### src/rtl/cellram_arb_pkg.sv
// Shared types and constants for the two-master CellRAM Wishbone arbiter.
package cellram_arb_pkg;

    typedef enum logic [1:0] {
        IDLE  = 2'd0,
        BUSY  = 2'd1,
        DRAIN = 2'd2
    } arb_state_t;

    localparam logic M0 = 1'b0;
    localparam logic M1 = 1'b1;

    localparam int TIMEOUT_CYCLES_DEFAULT = 255;

endpackage

### src/rtl/cellram_arb_wdt.sv
// Watchdog counter for the arbiter: cleared on every state change, counts while running.
// Only instantiated when CELLRAM_ARB_TIMEOUT_EN is defined.
module cellram_arb_wdt
    import cellram_arb_pkg::*;
#(
    parameter int TIMEOUT_CYCLES = TIMEOUT_CYCLES_DEFAULT
) (
    input  logic clk,
    input  logic rst,
    input  logic clear,
    input  logic run,
    output logic expired
);

    logic [9:0] count;

    always_ff @(posedge clk or posedge rst) begin
        if (rst) begin
            count <= '0;
        end else if (clear) begin
            count <= '0;
        end else if (run) begin
            count <= count + 10'd1;
        end
    end

    // The first running cycle sees count 0, so the Nth running cycle flags expiry.
    assign expired = run && (count == 10'(TIMEOUT_CYCLES - 1));

endmodule

### src/rtl/cellram_wb_arb.sv
// Two-master round-robin Wishbone arbiter in front of a single CellRAM controller.
// Optional watchdog abort enabled by defining CELLRAM_ARB_TIMEOUT_EN.
module cellram_wb_arb
    import cellram_arb_pkg::*;
#(
    parameter int TIMEOUT_CYCLES = TIMEOUT_CYCLES_DEFAULT
) (
    input  logic        wb_clk_i,
    input  logic        wb_rst_i,

    input  logic [31:0] m0_adr_i,
    input  logic [31:0] m0_dat_i,
    input  logic [3:0]  m0_sel_i,
    input  logic        m0_we_i,
    input  logic        m0_stb_i,
    input  logic        m0_cyc_i,
    output logic [31:0] m0_dat_o,
    output logic        m0_ack_o,
    output logic        m0_err_o,
    output logic        m0_rty_o,

    input  logic [31:0] m1_adr_i,
    input  logic [31:0] m1_dat_i,
    input  logic [3:0]  m1_sel_i,
    input  logic        m1_we_i,
    input  logic        m1_stb_i,
    input  logic        m1_cyc_i,
    output logic [31:0] m1_dat_o,
    output logic        m1_ack_o,
    output logic        m1_err_o,
    output logic        m1_rty_o,

    output logic [31:0] s_adr_o,
    output logic [31:0] s_dat_o,
    output logic [3:0]  s_sel_o,
    output logic        s_we_o,
    output logic        s_stb_o,
    output logic        s_cyc_o,
    input  logic [31:0] s_dat_i,
    input  logic        s_ack_i,
    input  logic        s_err_i,
    input  logic        s_rty_i,

    output logic [1:0]  gnt_o
);

    arb_state_t state, state_next;
    logic       owner, owner_next;
    logic       last_grant, last_grant_next;
    logic       req0, req1;
    logic       term;
    logic       owner_cyc, owner_stb;
    logic       wdt_expired;
    logic       wdt_abort;

    assign req0      = m0_cyc_i & m0_stb_i;
    assign req1      = m1_cyc_i & m1_stb_i;
    assign term      = s_ack_i | s_err_i | s_rty_i;
    assign owner_cyc = (owner == M1) ? m1_cyc_i : m0_cyc_i;
    assign owner_stb = (owner == M1) ? m1_stb_i : m0_stb_i;
    // A slave termination in the same cycle as expiry wins over the abort.
    assign wdt_abort = (state == BUSY) && wdt_expired && !term;

`ifdef CELLRAM_ARB_TIMEOUT_EN
    cellram_arb_wdt #(
        .TIMEOUT_CYCLES (TIMEOUT_CYCLES)
    ) u_wdt (
        .clk     (wb_clk_i),
        .rst     (wb_rst_i),
        .clear   (state_next != state),
        .run     (state != IDLE),
        .expired (wdt_expired)
    );
`else
    logic [9:0] unused_timeout;
    assign unused_timeout = 10'(TIMEOUT_CYCLES);
    assign wdt_expired    = 1'b0;
`endif

    always_ff @(posedge wb_clk_i or posedge wb_rst_i) begin
        if (wb_rst_i) begin
            state      <= IDLE;
            owner      <= M0;
            last_grant <= M1;
        end else begin
            state      <= state_next;
            owner      <= owner_next;
            last_grant <= last_grant_next;
        end
    end

    always_comb begin
        state_next      = state;
        owner_next      = owner;
        last_grant_next = last_grant;
        case (state)
            IDLE: begin
                if (req0 || req1) begin
                    state_next = BUSY;
                    // On a tie the master that did not finish last goes first.
                    owner_next = (req0 && req1) ? !last_grant : req1;
                end
            end
            BUSY: begin
                if (term) begin
                    state_next      = IDLE;
                    last_grant_next = owner;
                end else if (wdt_expired || !owner_cyc) begin
                    state_next = DRAIN;
                end
            end
            DRAIN: begin
                if (term || wdt_expired) begin
                    state_next = IDLE;
                end
            end
            default: state_next = IDLE;
        endcase
    end

    always_comb begin
        s_adr_o  = '0;
        s_dat_o  = '0;
        s_sel_o  = '0;
        s_we_o   = 1'b0;
        s_stb_o  = 1'b0;
        s_cyc_o  = 1'b0;
        m0_dat_o = '0;
        m0_ack_o = 1'b0;
        m0_err_o = 1'b0;
        m0_rty_o = 1'b0;
        m1_dat_o = '0;
        m1_ack_o = 1'b0;
        m1_err_o = 1'b0;
        m1_rty_o = 1'b0;
        gnt_o    = 2'b00;
        if (state == BUSY) begin
            s_adr_o = (owner == M1) ? m1_adr_i : m0_adr_i;
            s_dat_o = (owner == M1) ? m1_dat_i : m0_dat_i;
            s_sel_o = (owner == M1) ? m1_sel_i : m0_sel_i;
            s_we_o  = (owner == M1) ? m1_we_i  : m0_we_i;
            s_cyc_o = owner_cyc && !wdt_abort;
            s_stb_o = owner_stb && !wdt_abort;
            if (owner == M1) begin
                gnt_o    = 2'b10;
                m1_dat_o = s_dat_i;
                m1_ack_o = s_ack_i;
                m1_err_o = s_err_i || wdt_abort;
                m1_rty_o = s_rty_i;
            end else begin
                gnt_o    = 2'b01;
                m0_dat_o = s_dat_i;
                m0_ack_o = s_ack_i;
                m0_err_o = s_err_i || wdt_abort;
                m0_rty_o = s_rty_i;
            end
        end
    end

endmodule

### config.mk
export PLATFORM = sky130hd
export DESIGN_NAME = cellram_wb_arb
export DESIGN_NICKNAME = d
export VERILOG_FILES = /design/src/rtl/cellram_arb_pkg.sv /design/src/rtl/cellram_arb_wdt.sv /design/src/rtl/cellram_wb_arb.sv
export SDC_FILE = /design/constraint.sdc
export NUM_CORES = 1
export LEC_CHECK = 0
export CAP_MARGIN = 25
export CORE_AREA = 5 5 121 123
export DETAILED_ROUTE_END_ITERATION = 8
export DIE_AREA = 0 0 126 128
export GPL_TIMING_DRIVEN = 0
export PLACE_DENSITY = 0.59
export SLEW_MARGIN = 20
export SYNTH_ARGS = -nofsm -noshare
export SYNTH_HDL_FRONTEND = slang
export SYNTH_HIERARCHICAL = 1
export SYNTH_SLANG_ARGS = --single-unit
### constraint.sdc
create_clock -name wb_clk_i -period 1.2 [get_ports wb_clk_i]
set_clock_uncertainty 0.05 [all_clocks]
set_input_delay 0.18 -clock wb_clk_i [delete_from_list [all_inputs] [get_ports wb_clk_i]]
set_output_delay 0.18 -clock wb_clk_i [all_outputs]
set_load 0.03 [all_outputs]
==> qor.csv, run 1 <==
stage;metric;value;unit
pwr;switching_share;42.4;%
floorplan;initial_core_util;10.9;%
final_layout;multiInputGateArea;1930;um2
timing;worstMarginPinSlew;193;ps
worst_setup_path;crit_type;flop to output port;
floorplan;pin_count;322;
final_layout;ff_latch_area;103;um2
synth;synth_area;1480;um2
clock_tree;cts_tree;built;
grt;grt_pass1_wl;19500;um
run;drv_cap;0;
timing;hold_viol;0;
timing;fin_crit;1910;ps
worst_setup_path;cp_common_cell;buf_12;
synth;ys_ff_latch;4;
timing;slew_violations;0;
final_layout;layout_common_cells;175 x clkdlybuf4s50_1, 153 x buf_6, 47 x a22o_4, 36 x and2_4, 35 x and3_4;
pwr;intPower;3530;uW
detailed_routing;routedWlPerCell;18.6;um
final_layout;layout_commonest_cell;clkdlybuf4s50_1;
grt;grt_overflow;0;
detailed_routing;drc;0;
final_layout;post_route_cells_drive_above_1_share;64.6;%
worst_setup_path;timing.critical_path.buf_inv;3;
synth;yosys_warnings;6;
worst_setup_path;end_kind;output port;
placed_design;place_inst;692;
placed_design;dp_hpwl;11200;um
grt;grt_pass1_vias;3384;
floorplan;die-area;16100;um2
final_layout;instances_no_fill;723;
final_layout;final_nets;723;
worst_setup_path;cp.required;970;ps
pwr;power.density;949;nW/um2
detailed_routing;wl;13500;um
worst_setup_path;critPathMaxFanout;10;
timing;maxClockFrequency;524;MHz
timing;fin_crit_sh;159;%
synth;synth.net_count;370;
pwr;pwr-share-seq;3.5;%
clock_tree;htreeDepth;1;
clock_tree;cts_root_buf;clkbuf_16;
pwr;combPwrFrac;87.5;%
pwr;peakVddDrop;0.447;mV
final_layout;area_delta_synth_final;336;%
grt;grt_use_total;15.1;%
worst_setup_path;path_cells;and2b_1, and2_4, buf_12, buf_12, a22o_2, buf_6;
pwr;clkPwrFrac;9.0;%
placed_design;gp_congestion;0.802;
synth;post_synth.cell_area_avg;7.76;um2
worst_setup_path;critPathSlowestCell;dfrtp_1;
placed_design;portBuffers;321;
outcome;violations;negative setup slack;
pwr;p_leak;0.00292;uW
worst_setup_path;slowest_delay;410;ps
synth;synth_cell_type_count;24;
synth;yosysSeqAreaShare;6.84;%
clock_tree;clk_pin_slew;30;ps
final_layout;finalInstanceArea;6460;um2
clock_tree;clock_latency;230;ps
floorplan;die_x;126;um
detailed_routing;dr_total_vias;3103;
pwr;p_switching;2600;uW
clock_tree;cts.sinks;4;
worst_setup_path;critical_path_arrival;1680;ps
floorplan;core;13600;um2
detailed_routing;first_iter_violations;35;
min_path;hold_class;input pin to asynchronous set/reset pin;
worst_setup_path;cp-start-kind;flop;
outcome;status;complete, but fails checks;
worst_setup_path;crit_family;buffers and inverters;
clock_tree;cts_buffers;3;
clock_tree;cts_max_path_buffers;2;
detailed_routing;drtAntennaViolNets;0;
final_layout;antenna_cells;0;
grt;grt_antenna_before_repair;0;
timing;worst_slack;-707;ps
timing;final-setup-viol-count;145;
detailed_routing;viasPerCell;4.29;
final_layout;n_fill_cell;1256;
floorplan;fp.dieH;128;um
timing;rsz0062_at_grt;true;
timing;maxSlewHeadroom;86.9;%
detailed_routing;dr.pass1.iters;4;
grt;grt_max_degree;11;
floorplan;fp-row-count;43;
placed_design;place_area;5580;um2
synth;netlist_instances;191;
cells by family after synthesis:
kind of cell	Yosys count	synth area share (%)
buf+inv	28	13.7
mux	2	1.43
compound gates	75	43.8
flops	4	6.84
simple gates	82	34.3
power by group through the flow:
stage                     sequential (uW)  combinational (uW)  clock (uW)
after detailed placement              209                4520           0
after global placement                205                4500           0
after global routing                  221                5610         573
final                                 217                5360         550
after floorplan                       199                2580           0
after CTS                             211                4980         559
per-stage QoR:
step	setup WS, ps	power, uW	hold slack (ps)	utilization [%]	setup TNS [ps]
after floorplan	-263	2780	-105	-	-31510
after global placement	-1160	4710	340	41.2	-145490
after detailed placement	-1190	4730	349	41.2	-149540
after CTS	-724	5750	109	44.3	-93680
after global routing	-746	6400	130	47.6	-93600
final	-707	6130	97.1	47.6	-87490
final cells by class:
cell class              instances  share of cell area [%]
inverters                       1                  0.0581
flip-flops and latches          4                    1.59
well taps                     180                    3.49
plain buffers                  26                    5.81
multi-input cells             159                    29.9
repair buffers                349                    57.9
clock buffers                   4                    1.22
metal layers:
| layer | wire, um | vias to the layer above | track usage [%] |
|---|---|---|---|
| met5 | 0 | - | 0 |
| met1 | 4350 | 1428 | 14.5 |
| met3 | 1450 | 15 | 5.54 |
| met4 | 154 | 0 | 2.27 |
| met2 | 7530 | 194 | 31.0 |
| li1 | - | 1466 | - |
synth_stat cells:
master / number / area share (%)
a22o_1: 71 / 42
and2_1: 36 / 15
and3_1: 35 / 15
buf_6: 10 / 7.6
buf_2: 9 / 3.0
clkbuf_1: 5 / 1.3
buf_4: 3 / 1.5
dfrtp_1: 3 / 5.1
nor2_1: 3 / 0.76
nand2_1: 2 / 0.51
a21oi_1: 1 / 0.34
a31oi_1: 1 / 0.42
a41oi_1: 1 / 0.59
and2b_1: 1 / 0.51
dfstp_2: 1 / 1.8
inv_1: 1 / 0.25
mux2_1: 1 / 0.76
mux2i_1: 1 / 0.68
nand2b_1: 1 / 0.42
nand3b_1: 1 / 0.51
nor2_4: 1 / 0.76
nor2b_1: 1 / 0.42
o31ai_1: 1 / 0.51
or3_1: 1 / 0.42
timing repair:
| item | 4_1_cts | 5_1_grt |
|---|---|---|
| gates cloned | 5 | 2 |
| pin swaps | 26 | 11 |
| gates resized for setup | 929 | 211 |
| setup buffers | 13 | 12 |
| hold buffers | 0 | 0 |
| setup endpoints to repair | 146 | 146 |
sequential cells by signal (all words and copies together), names as in the netlist:
name,flops
last_grant,1
owner,1
state,2
path summary, 6_finish.rpt:
path | start | to | slack, ps | depth (start not counted)
max in group asynchronous | wb_rst_i | last_grant | 770 | 2
worst max-delay path | state[0] | s_adr_o[4] | -710 | 6
min in group wb_clk_i | s_rty_i | state[1] | 490 | 4
worst max register to register | state[0] | last_grant | -200 | 5
worst min register to register | last_grant | last_grant | 570 | 1
worst min-delay path | wb_rst_i | state[0] | 100 | 2
(Power assumes the default switching activity.)
==> inputs of run 2 (changes only) <==
CORE_AREA = 2 2 125 127   (was 5 5 121 123)
DIE_AREA = 0 0 127 129   (was 0 0 126 128)
PLACE_DENSITY = 0.54   (was 0.59)
==> run 2 against run 1 <==
The run still ends with negative setup slack left. Worst setup slack got worse by 22 ps. Via count shrank 1.7%. Sequential share of layout area hardly changed. First-iteration DRC count rose by 46%. Non-clock buffer count grew 1. Core utilization shrank 4.3 points. Routed wire length down 6.4%. Power down 0.32%.
==> qor.csv, run 2 (same netlist as run 1, synthesis figures left out) <==
stage;metric;value;unit
outcome;status;complete, but fails checks;
outcome;violations;negative setup slack;
grt;grt_overflow;0;
pwr;p_leak;0.00292;uW
floorplan;die_x;127;um
clock_tree;cts_buffers;3;
floorplan;pin_count;322;
clock_tree;cts_root_buf;clkbuf_16;
clock_tree;clock_latency;220;ps
timing;fin_setup_tns;-88870;ps
placed_design;place_area;5590;um2
grt;grt_antenna_before_repair;0;
timing;maxSlewHeadroom;84.6;%
final_layout;largest_register_ffs;2;
worst_setup_path;critPathSlowestCell;dfrtp_2;
worst_setup_path;crit_type;flop to output port;
worst_setup_path;timing.rr.start;state[1];
worst_setup_path;crit_start;state[0];
final_layout;finalInstanceArea;6500;um2
detailed_routing;drtAntennaViolNets;0;
final_layout;reg_top3;state: 2 flops, last_grant: 1 flops, owner: 1 flops;
timing;rsz0062_at_grt;true;
worst_setup_path;path_cells;and2b_1, and2_4, buf_12, clkbuf_16, a22o_4, buf_6;
final_layout;final_nets;724;
worst_setup_path;ff2ff_setup_slack;-110;ps
floorplan;die-area;16400;um2
grt;grt_pass1_wl;17300;um
clock_tree;htreeDepth;1;
detailed_routing;routedWlPerCell;17.2;um
floorplan;initial_core_util;9.90;%
run;drv_cap;0;
detailed_routing;drc;0;
floorplan;fp-row-count;45;
final_layout;area_delta_synth_final;338;%
pwr;peakVddDrop;0.398;mV
placed_design;gp_congestion;0.818;
placed_design;portBuffers;321;
clock_tree;holdBufCountCts;0;
final_layout;post_route_cells_drive_above_1_share;64.5;%
worst_setup_path;cp.required;970;ps
min_path;hold_class;input pin to asynchronous set/reset pin;
final_layout;antenna_cells;0;
final_layout;instances_no_fill;732;
detailed_routing;first_iter_violations;51;
timing;final-setup-viol-count;145;
detailed_routing;wl;12600;um
worst_setup_path;critical_path_arrival;1700;ps
placed_design;place_inst;700;
grt;grt_max_degree;11;
timing;fin_crit;1930;ps
final_layout;top_register;state;
timing;slew_violations;0;
grt;grt_use_total;13.3;%
detailed_routing;dr.pass1.iters;4;
timing;worst_slack;-729;ps
timing;maxClockFrequency;519;MHz
clock_tree;cts.sinks;4;
placed_design;dp_hpwl;10400;um
timing;whs;98.1;ps
timing;worstMarginPinSlew;229;ps
detailed_routing;viasPerCell;4.17;
worst_setup_path;crit_end;s_adr_o[3];
pwr;p_total;6110;uW
timing;fin_crit_sh;161;%
worst_setup_path;end_kind;output port;
final_layout;layout_common_cells;175 x clkdlybuf4s50_1, 158 x buf_6, 45 x a22o_4, 36 x and2_4, 35 x and3_4;
worst_setup_path;cp-start-kind;flop;
grt;grt_pass1_vias;3123;
clock_tree;clk_pin_slew;30;ps
worst_setup_path;slowest_delay;430;ps
final_layout;layout_commonest_cell;clkdlybuf4s50_1;
timing;hold_viol;0;
clock_tree;cts_tree;built;
worst_setup_path;r2r_cells;4;
worst_setup_path;reg2reg_to;last_grant;
clock_tree;cts_max_path_buffers;2;
floorplan;fp.dieH;129;um
pwr;power.density;940;nW/um2
worst_setup_path;critPathMaxFanout;9;
detailed_routing;dr_total_vias;3051;
floorplan;core;15000;um2
## run 2: final cells by class
type | count | area, um2
Fill cell | 1450 | 8480
Multi-Input combinational cell | 159 | 1910
Inverter | 1 | 3.75
Tap cell | 188 | 235
Clock buffer | 4 | 78.8
Timing Repair Buffer | 349 | 3770
Sequential cell | 4 | 104
Buffer | 27 | 405
## run 2: worst min path at each step
stage / startpoint / end / slack [ps] / cells after the start
after CTS: wb_rst_i / state[1] / 100 / 2
after detailed placement: wb_rst_i / owner / 340 / 2
after global placement: wb_rst_i / owner / 340 / 2
final: wb_rst_i / state[1] / 100 / 2
after global routing: wb_rst_i / state[1] / 130 / 2
after floorplan: wb_rst_i / owner / -100 / 1
## run 2: through the flow
| step | worst slack (ps) | util (%) |
|---|---|---|
| after global routing | -761 | 43.4 |
| after floorplan | -263 | - |
| final | -729 | 43.4 |
| after detailed placement | -1220 | 37.4 |
| after global placement | -1190 | 37.4 |
| after CTS | -733 | 40.6 |
## run 2: worst max-delay path, delay by kind of cell, from the launching register on
family / cells / cell delay [ps]
compound gates: 1 / 210
buf+inv: 3 / 450
flops: 1 / 430
simple gates: 2 / 370
## run 2: where the power goes
group | internal, uW | switching, uW
Clock | 439 | 94.9
Sequential | 179 | 36.1
Combinational | 2930 | 2430
Total | 3550 | 2560
## run 2: layer usage
metal  global-route usage (%)  up-vias  share of wire [%]
met2                     26.9      194                 54
li1                         -     1454                  -
met4                     1.75        0                1.3
met3                     3.24       10                8.5
met1                     14.2     1393                 36
met5                        0        -                  0
## run 2: repair_timing
item                                    CTS  global route
hold endpoints to repair                  0             0
endpoints found under the setup margin  146           145
buffers inserted                          8            13
gates resized for setup                 988           147
cloned                                    2             6
pin swaps                                14            13
